**src/rtl/config_access_sync.sv**
```systemverilog
// config_access_sync: brings configuration bits into the UserCLK domain, debounces them and
// commits them atomically to the fabric-top outputs with an update strobe (optional pulse bits).
`default_nettype none

module config_access_sync #(
  parameter int                      NoConfigBits  = 4,
  parameter int                      STABLE_CYCLES = 4,
  parameter logic [NoConfigBits-1:0] PULSE_MASK    = '0
) (
  input  logic                    UserCLK,
  input  logic                    resetn,
  input  logic [NoConfigBits-1:0] ConfigBits,
  input  logic                    freeze,
  output logic [NoConfigBits-1:0] C_bits,
  output logic                    C_update,
  output logic                    C_pending
);

  localparam int               CNT_W    = $clog2(STABLE_CYCLES) + 1;
  localparam logic [CNT_W-1:0] CNT_LAST = CNT_W'(STABLE_CYCLES - 1);
  localparam logic [CNT_W-1:0] CNT_ONE  = CNT_W'(1);

  typedef enum logic [1:0] {
    ST_IDLE   = 2'd0,
    ST_SETTLE = 2'd1,
    ST_COMMIT = 2'd2
  } state_t;

  state_t                  r_state;
  state_t                  w_state_nxt;
  logic [NoConfigBits-1:0] r_s1;
  logic [NoConfigBits-1:0] r_s2;
  logic [NoConfigBits-1:0] r_snap;
  logic [NoConfigBits-1:0] w_snap_nxt;
  logic [NoConfigBits-1:0] r_held;
  logic [NoConfigBits-1:0] w_held_nxt;
  logic [NoConfigBits-1:0] r_pulse;
  logic [NoConfigBits-1:0] w_pulse_nxt;
  logic [CNT_W-1:0]        r_cnt;
  logic [CNT_W-1:0]        w_cnt_nxt;
  logic                    r_update;
  logic                    w_update_nxt;

  // Two-flop synchroniser; only r_s2 is consumed downstream.
  always_ff @(posedge UserCLK or negedge resetn) begin
    if (!resetn) begin
      r_s1 <= '0;
      r_s2 <= '0;
    end else begin
      r_s1 <= ConfigBits;
      r_s2 <= r_s1;
    end
  end

  always_ff @(posedge UserCLK or negedge resetn) begin
    if (!resetn) begin
      r_state  <= ST_IDLE;
      r_snap   <= '0;
      r_held   <= '0;
      r_cnt    <= '0;
      r_update <= 1'b0;
      r_pulse  <= '0;
    end else begin
      r_state  <= w_state_nxt;
      r_snap   <= w_snap_nxt;
      r_held   <= w_held_nxt;
      r_cnt    <= w_cnt_nxt;
      r_update <= w_update_nxt;
      r_pulse  <= w_pulse_nxt;
    end
  end

  always_comb begin
    w_state_nxt  = r_state;
    w_snap_nxt   = r_snap;
    w_held_nxt   = r_held;
    w_cnt_nxt    = r_cnt;
    w_update_nxt = 1'b0;
    w_pulse_nxt  = '0;
    case (r_state)
      ST_IDLE: begin
        if (r_s2 != r_held) begin
          w_snap_nxt  = r_s2;
          w_cnt_nxt   = '0;
          w_state_nxt = ST_SETTLE;
        end
      end
      ST_SETTLE: begin
        // A reverted change abandons the commit; a new value restarts the debounce.
        if (r_s2 == r_held) begin
          w_state_nxt = ST_IDLE;
        end else if (r_s2 != r_snap) begin
          w_snap_nxt = r_s2;
          w_cnt_nxt  = '0;
        end else if (r_cnt < CNT_LAST) begin
          w_cnt_nxt = r_cnt + CNT_ONE;
        end else if (!freeze) begin
          w_state_nxt = ST_COMMIT;
        end
      end
      ST_COMMIT: begin
        w_held_nxt   = r_snap;
        w_update_nxt = 1'b1;
        w_pulse_nxt  = PULSE_MASK & r_snap & ~r_held;
        w_state_nxt  = ST_IDLE;
      end
      default: begin
        w_state_nxt = ST_IDLE;
      end
    endcase
  end

  assign C_bits    = (PULSE_MASK & r_pulse) | (~PULSE_MASK & r_held);
  assign C_update  = r_update;
  assign C_pending = (r_state != ST_IDLE);

endmodule

`default_nettype wire
```
**config.mk**
```make
export PLATFORM = sky130hd
export DESIGN_NAME = config_access_sync
export DESIGN_NICKNAME = d
export VERILOG_FILES = /design/src/rtl/config_access_sync.sv
export SDC_FILE = /design/constraint.sdc
export NUM_CORES = 1
export LEC_CHECK = 0
export CAP_MARGIN = 20
export CORE_UTILIZATION = 46
export CTS_BUF_LIST = sky130_fd_sc_hd__clkbuf_16
export DETAILED_ROUTE_END_ITERATION = 8
export GPL_TIMING_DRIVEN = 0
export PLACE_DENSITY = 0.73
export RECOVER_POWER = 25
export SETUP_SLACK_MARGIN = 0.15
export SLEW_MARGIN = 20
export SYNTH_ARGS = -nofsm -noshare
export SYNTH_HDL_FRONTEND = slang
export SYNTH_SLANG_ARGS = --single-unit
```
**constraint.sdc**
```tcl
create_clock -name UserCLK -period 1.4 [get_ports UserCLK]
set_input_delay 0.35 -clock UserCLK [delete_from_list [all_inputs] [get_ports UserCLK]]
set_output_delay 0.35 -clock UserCLK [all_outputs]
set_load 0.02 [all_outputs]
```
==> flow_summary_export.csv, run 1 <==
group,metric,value,unit
worst_setup_path,end_kind,"flop",
power,finalPower,1.38,mW
clocking,cts_tree,"yes",
clocking,path_clk_slew,60,ps
die,die_w,45.9,µm
global_routing,grt_pass1_vias,495,
yosys,synth_fp_nets,68,
timing,whs,296,ps
clocking,clockBufferDepth,2,
place,port_buffers,12,
die,initial_utilization,50.2,%
timing,rsz0062_at_grt,"true",
finish,stdcell_count,109,
finish,area_growth,38.3,%
clocking,htreeDepth,1,
yosys,synth_cells,60,
worst_setup_path,startpoint_type,"flop",
timing,relSlewSlack,25.7,%
yosys,synth.top_cell.area_share,62.1,%
finish,diodes,0,
timing,setup_violations,7,
detailed_routing,wl,1.56,mm
yosys,syn_area,886,µm²
timing,fmaxAchievable,643,MHz
die,row_count,15,
detailed_routing,drc_errors,0,
detailed_routing,drtPass1Iterations,4,
finish,layout.cells.most_common_list,"dfrtp_1 (18), buf_4 (7), clkdlybuf4s50_1 (5)",
yosys,synth_xor_area_share,7.91,%
yosys,ys_types,23,
yosys,avgSynthCellArea,14.8,µm²
finish,layout-drive-gt1-share,48.8,%
finish,stdcell_area,1220,µm²
timing,finalCritPeriodShare,111,%
finish,final_common_cell,"dfrtp_1",
run,cap_violations,0,
clocking,cts_sinks,22,
outcome,violations,"negative setup slack",
hold_path,min_path_type,"in -> async",
clocking,cts_hold_buf,0,
timing,finalMaxSlewViolations,0,
yosys,synth_compound_area_share,8.90,%
yosys,synth_top_family_by_area,"multiplexers",
global_routing,grt_overflow,0,
clocking,root_buffer,"clkbuf_16",
die,dieHeight,45.9,µm
place,place.gp.congestion,0.715,
outcome,status,"finished, violations left",
worst_setup_path,cp.required,1590,ps
worst_setup_path,cp_max_fo,3,
detailed_routing,drt_iter0_markers,2,
yosys,yosys.area_share.simple,7.77,%
global_routing,grt_start_max_net_pins,23,
timing,finClkSkew,3.49,ps
die,io-pin-count,13,
detailed_routing,wl_per_cell,14.3,µm
detailed_routing,avgViaCountPerCell,4.92,
yosys,yosys_warnings,0,
global_routing,grt_pass1_wl,2.22,mm
finish,fin_nets,93,
worst_setup_path,crit_type,"reg -> reg",
timing,period_needed,1560,ps
detailed_routing,num_vias,536,
yosys,ys_seq_area_share,62.1,%
power,power_leakage,0.552,nW
place,hpwl,956,µm
global_routing,track_usage,15.9,%
timing,hold_viol,0,
yosys,synthTopCellsByArea,"dfrtp_1 (62%), mux2_2 (10%), xnor2_1 (6.9%), o41ai_1 (2.0%), a41oi_2 (1.8%)",
yosys,synthMuxAreaShare,10.2,%
worst_setup_path,crit_arrival,1740,ps
place,place_inst,97,
power,vdd_drop_max,1.29,mV
yosys,synth-seq-cells,22,
timing,tightest_slew,1110,ps
power,powerDensity,1120,nW/µm²
finish,final_util,69.4,%
place,place_area,1080,µm²
clocking,insertion_delay,250,ps
die,die-area,2110,µm²
detailed_routing,ant_nets,0,
global_routing,antenna_found_initial,0,
yosys,yosysTopAreaCell,"dfrtp_1",
clocking,cts_made_buffers,3,
timing,fin_ws,-155,ps
die,coreArea,1760,µm²
yosys,synthAdderAreaFrac,1.41,%
## sequential cells by signal (all words and copies together), names as in the netlist
register,count
r_s1,4
r_cnt,3
C_update,1
r_s2,4
C_bits,4
r_state,2
r_snap,4
## where the power goes
group	internal, mW	switching (mW)	leakage, nW
Clock	0.380	0.202	0.0385
Combinational	0.0650	0.0501	0.246
Sequential	0.659	0.0208	0.268
## final timing paths
| path | start | end | depth (start not counted) | slack [ps] |
|---|---|---|---|---|
| min in group UserCLK | r_s1[1] | r_s2[1] | 0 | 350 |
| min reg2reg | r_s1[1] | r_s2[1] | 0 | 350 |
| min | resetn | r_cnt[1] | 1 | 300 |
| max reg2reg | r_s2[1] | r_cnt[1] | 5 | -160 |
| max in group asynchronous | resetn | C_bits[0] | 1 | 360 |
| max | r_s2[1] | r_cnt[1] | 5 | -160 |
## area by class of cell
cell class	count	area, µm²
fillers	133	539
multi-input cells	36	390
clock buffers	3	75.1
well taps	25	31.3
inverters	1	3.75
clock inverters	1	3.75
plain buffers	1	11.3
repair buffers	20	154
flip-flops and latches	22	556
## per-layer routing
metal  vias to the layer above  global-route usage (%)  share of wire (%)  wire length, µm
met5                         -                       0                  0                0
met4                         0                    10.6                1.7               26
met3                         2                    3.57                3.5               54
met2                        11                    22.8                 46              712
met1                       264                    21.2                 49              764
li1                        259                       -                  -                -
## Yosys cell counts
cell	count
nor2b_1	1
o41ai_1	2
a32o_1	1
mux2_2	8
dfrtp_1	22
nor3_1	1
a21oi_1	2
o21a_1	1
nor4b_2	1
xor2_1	1
ha_1	1
nand2_1	2
or2_2	1
nor2_1	1
xnor2_1	7
inv_1	1
nor3b_1	1
and2_1	1
a41oi_2	1
a41oi_1	1
or3_4	1
o31a_1	1
buf_6	1
## critical path, cell delays in order, from the launching register on
cell and delay (ps):
dfrtp_1 420, xnor2_1 160, nand2_1 90, buf_4 150, o41ai_1 470, a32o_1 190
## timing repair
| action | CTS | global route |
|---|---|---|
| resized for setup | 24 | 11 |
| endpoints found under the hold margin | 0 | 0 |
| pin swaps | 2 | 1 |
| buffers inserted | 4 | 3 |
| gates cloned | 0 | 1 |
| endpoints found under the setup margin | 41 | 15 |
## cell families after synthesis
group,after synthesis
AND/OR/NAND/NOR,10
AO/OA/AOI/OAI,9
XOR/XNOR,8
buffers and inverters,2
multiplexers,8
flip-flops,22
adder cells (fa/ha/maj),1
## metrics by stage
stage          worst slack, ps  setup TNS [ps]
3_3_place_gp              -209           -3670
3_5_place_dp              -230           -4230
5_1_grt                   -197            -751
2_1_floorplan            -19.4           -58.2
4_1_cts                  -42.6            -244
6_report                  -155            -521
Power figures use the tool's default switching activity.
==> run 2, diff against run 1 <==
Settings changed: ABC_AREA set to 1, CORE_UTILIZATION 46 to 47.
==> run 2 against run 1 <==
Effect of this change: the flow now finishes without violations; critical path depth rose by 2; die area rose by 12%; via count rose by 48%; synthesized area rose by 15%; sequential power rose by 3.2%; global-route usage rose by 2.2 points; clock power rose by 3%; flip-flop and latch count did not move; combinational power rose by 81%; register-to-register slack improved by 290 ps; synthesized cell count rose by 95%; clock skew fell by 1.3 ps.
==> flow_summary_export.csv, run 2 <==
group,metric,value,unit
yosys,synthFlopType,"dfrtp_1",
clocking,htreeDepth,1,
yosys,ys_seq_area_share,53.9,%
detailed_routing,met1_length,881,µm
detailed_routing,ant_nets,0,
finish,area_growth,28.3,%
place,port_buffers,12,
clocking,root_buffer,"clkbuf_16",
yosys,synth_fp_nets,125,
finish,fin_nets,148,
yosys,synth_cells,117,
yosys,yosys-top-cells-count,"nand2_1 (40), dfrtp_1 (22), inv_1 (16)",
detailed_routing,top_layer,"met4",
detailed_routing,drtPass1Iterations,4,
clocking,insertion_delay,260,ps
timing,setup_violations,0,
clocking,path_clk_slew,60,ps
worst_setup_path,crit_arrival,1410,ps
detailed_routing,num_vias,794,
clocking,cts_sinks,22,
global_routing,grt_pass1_vias,735,
power,power_leakage,0.674,nW
worst_setup_path,startpoint_type,"flop",
power,powerDensity,1150,nW/µm²
timing,period_needed,1270,ps
global_routing,grt_pass1_wl,3.18,mm
worst_setup_path,cp.required,1550,ps
outcome,status,"finished, final reports clean",
timing,finClkSkew,2.24,ps
detailed_routing,dr_wl_met2,932,µm
yosys,synth.top_cell.area_share,53.9,%
worst_setup_path,end_kind,"flop",
timing,fin_ws,134,ps
timing,tightest_slew,1130,ps
finish,fill_cells,171,
place,hpwl,1.30,mm
global_routing,antenna_found_initial,0,
clocking,cts_hold_buf,0,
power,finalPower,1.51,mW
detailed_routing,wl_met3,54,µm
timing,relSlewSlack,24.5,%
die,io-pin-count,13,
timing,finalMaxSlewViolations,0,
timing,hold_viol,0,
place,place.gp.congestion,0.810,
yosys,avgSynthCellArea,8.73,µm²
die,dieHeight,48.6,µm
yosys,async_reset_ff_share,100,%
detailed_routing,wl,1.91,mm
yosys,synthTopCellsByArea,"dfrtp_1 (54%), nand2_1 (15%), inv_1 (5.9%), nand3_1 (3.9%), nor2_1 (3.7%)",
clocking,cts_tree,"yes",
yosys,yosysMostFrequentCell,"nand2_1",
finish,layout-drive-gt1-share,30.9,%
yosys,yosys_warnings,0,
die,die-area,2360,µm²
global_routing,grt_overflow,0,
worst_setup_path,reg2reg_depth,7,
die,coreArea,2000,µm²
detailed_routing,drt_iter0_markers,10,
timing,rsz0062_at_grt,"true",
run,cap_violations,0,
die,initial_utilization,51.0,%
detailed_routing,avgViaCountPerCell,4.78,
finish,layout.cells.most_common_list,"nand2_1 (33), dfrtp_1 (21), nand2_2 (11), inv_1 (11)",
detailed_routing,wl_per_cell,11.5,µm
die,die_w,48.6,µm
global_routing,track_usage,18.1,%
timing,finalSetupTns,0,ps
global_routing,grt_start_max_net_pins,23,
place,place_area,1170,µm²
yosys,synth-seq-cells,22,
finish,stdcell_area,1310,µm²
detailed_routing,drc_errors,0,
yosys,syn_area,1020,µm²
die,row_count,16,
finish,final_common_cell,"nand2_1",
timing,finalCritPeriodShare,90.4,%
power,vdd_drop_max,0.718,mV
worst_setup_path,cp_max_fo,5,
place,place_ws,-176,ps
clocking,cts_made_buffers,3,
yosys,synth_edf_count,0,
finish,diodes,0,
clocking,clockBufferDepth,2,
timing,fmaxAchievable,790,MHz
worst_setup_path,crit_type,"reg -> reg",
hold_path,min_path_type,"in -> async",
yosys,ys_types,17,
yosys,yosysTopAreaCell,"dfrtp_1",
==> run 2: critical path, stage by stage, from the launching register on <==
cell	delay, ps
dfrtp_2	440
xnor2_2	150
nand2_2	100
nor2_4	50
nor2_4	190
nand2_4	100
nand2_1	70
nand2_1	50
==> run 2: timing repair <==
item / 4_1_cts / 5_1_grt
setup endpoints to repair: 35 / 11
gates resized for setup: 25 / 21
hold endpoints to repair: 0 / 0
buffers inserted: 2 / 3
cloned: 1 / 0
pin swaps: 1 / 13
==> run 2: kinds of logic after synthesis <==
| logic type | share of synthesized area [%] |
|---|---|
| XOR/XNOR | 1.72 |
| buffers and inverters | 5.88 |
| adder cells (fa/ha/maj) | 1.23 |
| AND/OR/NAND/NOR | 34.1 |
| AO/OA/AOI/OAI | 3.19 |
| flip-flops | 53.9 |
==> run 2: worst paths after layout <==
kind                          from   endpoint  slack [ps]
max reg2reg                r_s2[2]   r_cnt[2]         130
min in group UserCLK       r_s1[1]    r_s2[1]         350
max in group asynchronous   resetn    r_s2[2]         350
max                        r_s2[2]   r_cnt[2]         130
min                         resetn  C_bits[3]         300
min reg2reg                r_s1[1]    r_s2[1]         350
==> run 2: routing by layer <==
layer	vias up	global-route usage [%]
li1	405	-
met1	372	23.1
met2	12	29.2
met3	5	3.14
met4	0	9.80
met5	-	0
==> run 2: report_power, final <==
| part | internal [mW] | leakage (nW) | switching [mW] | total, mW |
|---|---|---|---|---|
| clock | 0.381 | 0.0385 | 0.218 | 0.599 |
| combinational | 0.0777 | 0.362 | 0.131 | 0.208 |
| sequential | 0.671 | 0.273 | 0.0308 | 0.701 |
| total | 1.13 | 0.674 | 0.379 | 1.51 |
==> run 2: metrics by stage <==
step           instances  hold slack (ps)  util [%]
2_1_floorplan        117             54.4         -
3_3_place_gp         156              333      58.7
3_5_place_dp         156              336      58.7
4_1_cts              163              350      62.5
5_1_grt              166              357      65.4
6_report             166              296      65.4
==> run 2: area by class of cell <==
| class | instances | area [µm²] | area share, % |
|---|---|---|---|
| flip-flops and latches | 22 | 552 | 42.1 |
| clock buffers | 3 | 75.1 | 5.73 |
| well taps | 27 | 33.8 | 2.58 |
| multi-input cells | 80 | 459 | 35.1 |
| inverters | 16 | 60.1 | 4.58 |
| clock inverters | 1 | 3.75 | 0.287 |
| repair buffers | 17 | 126 | 9.65 |
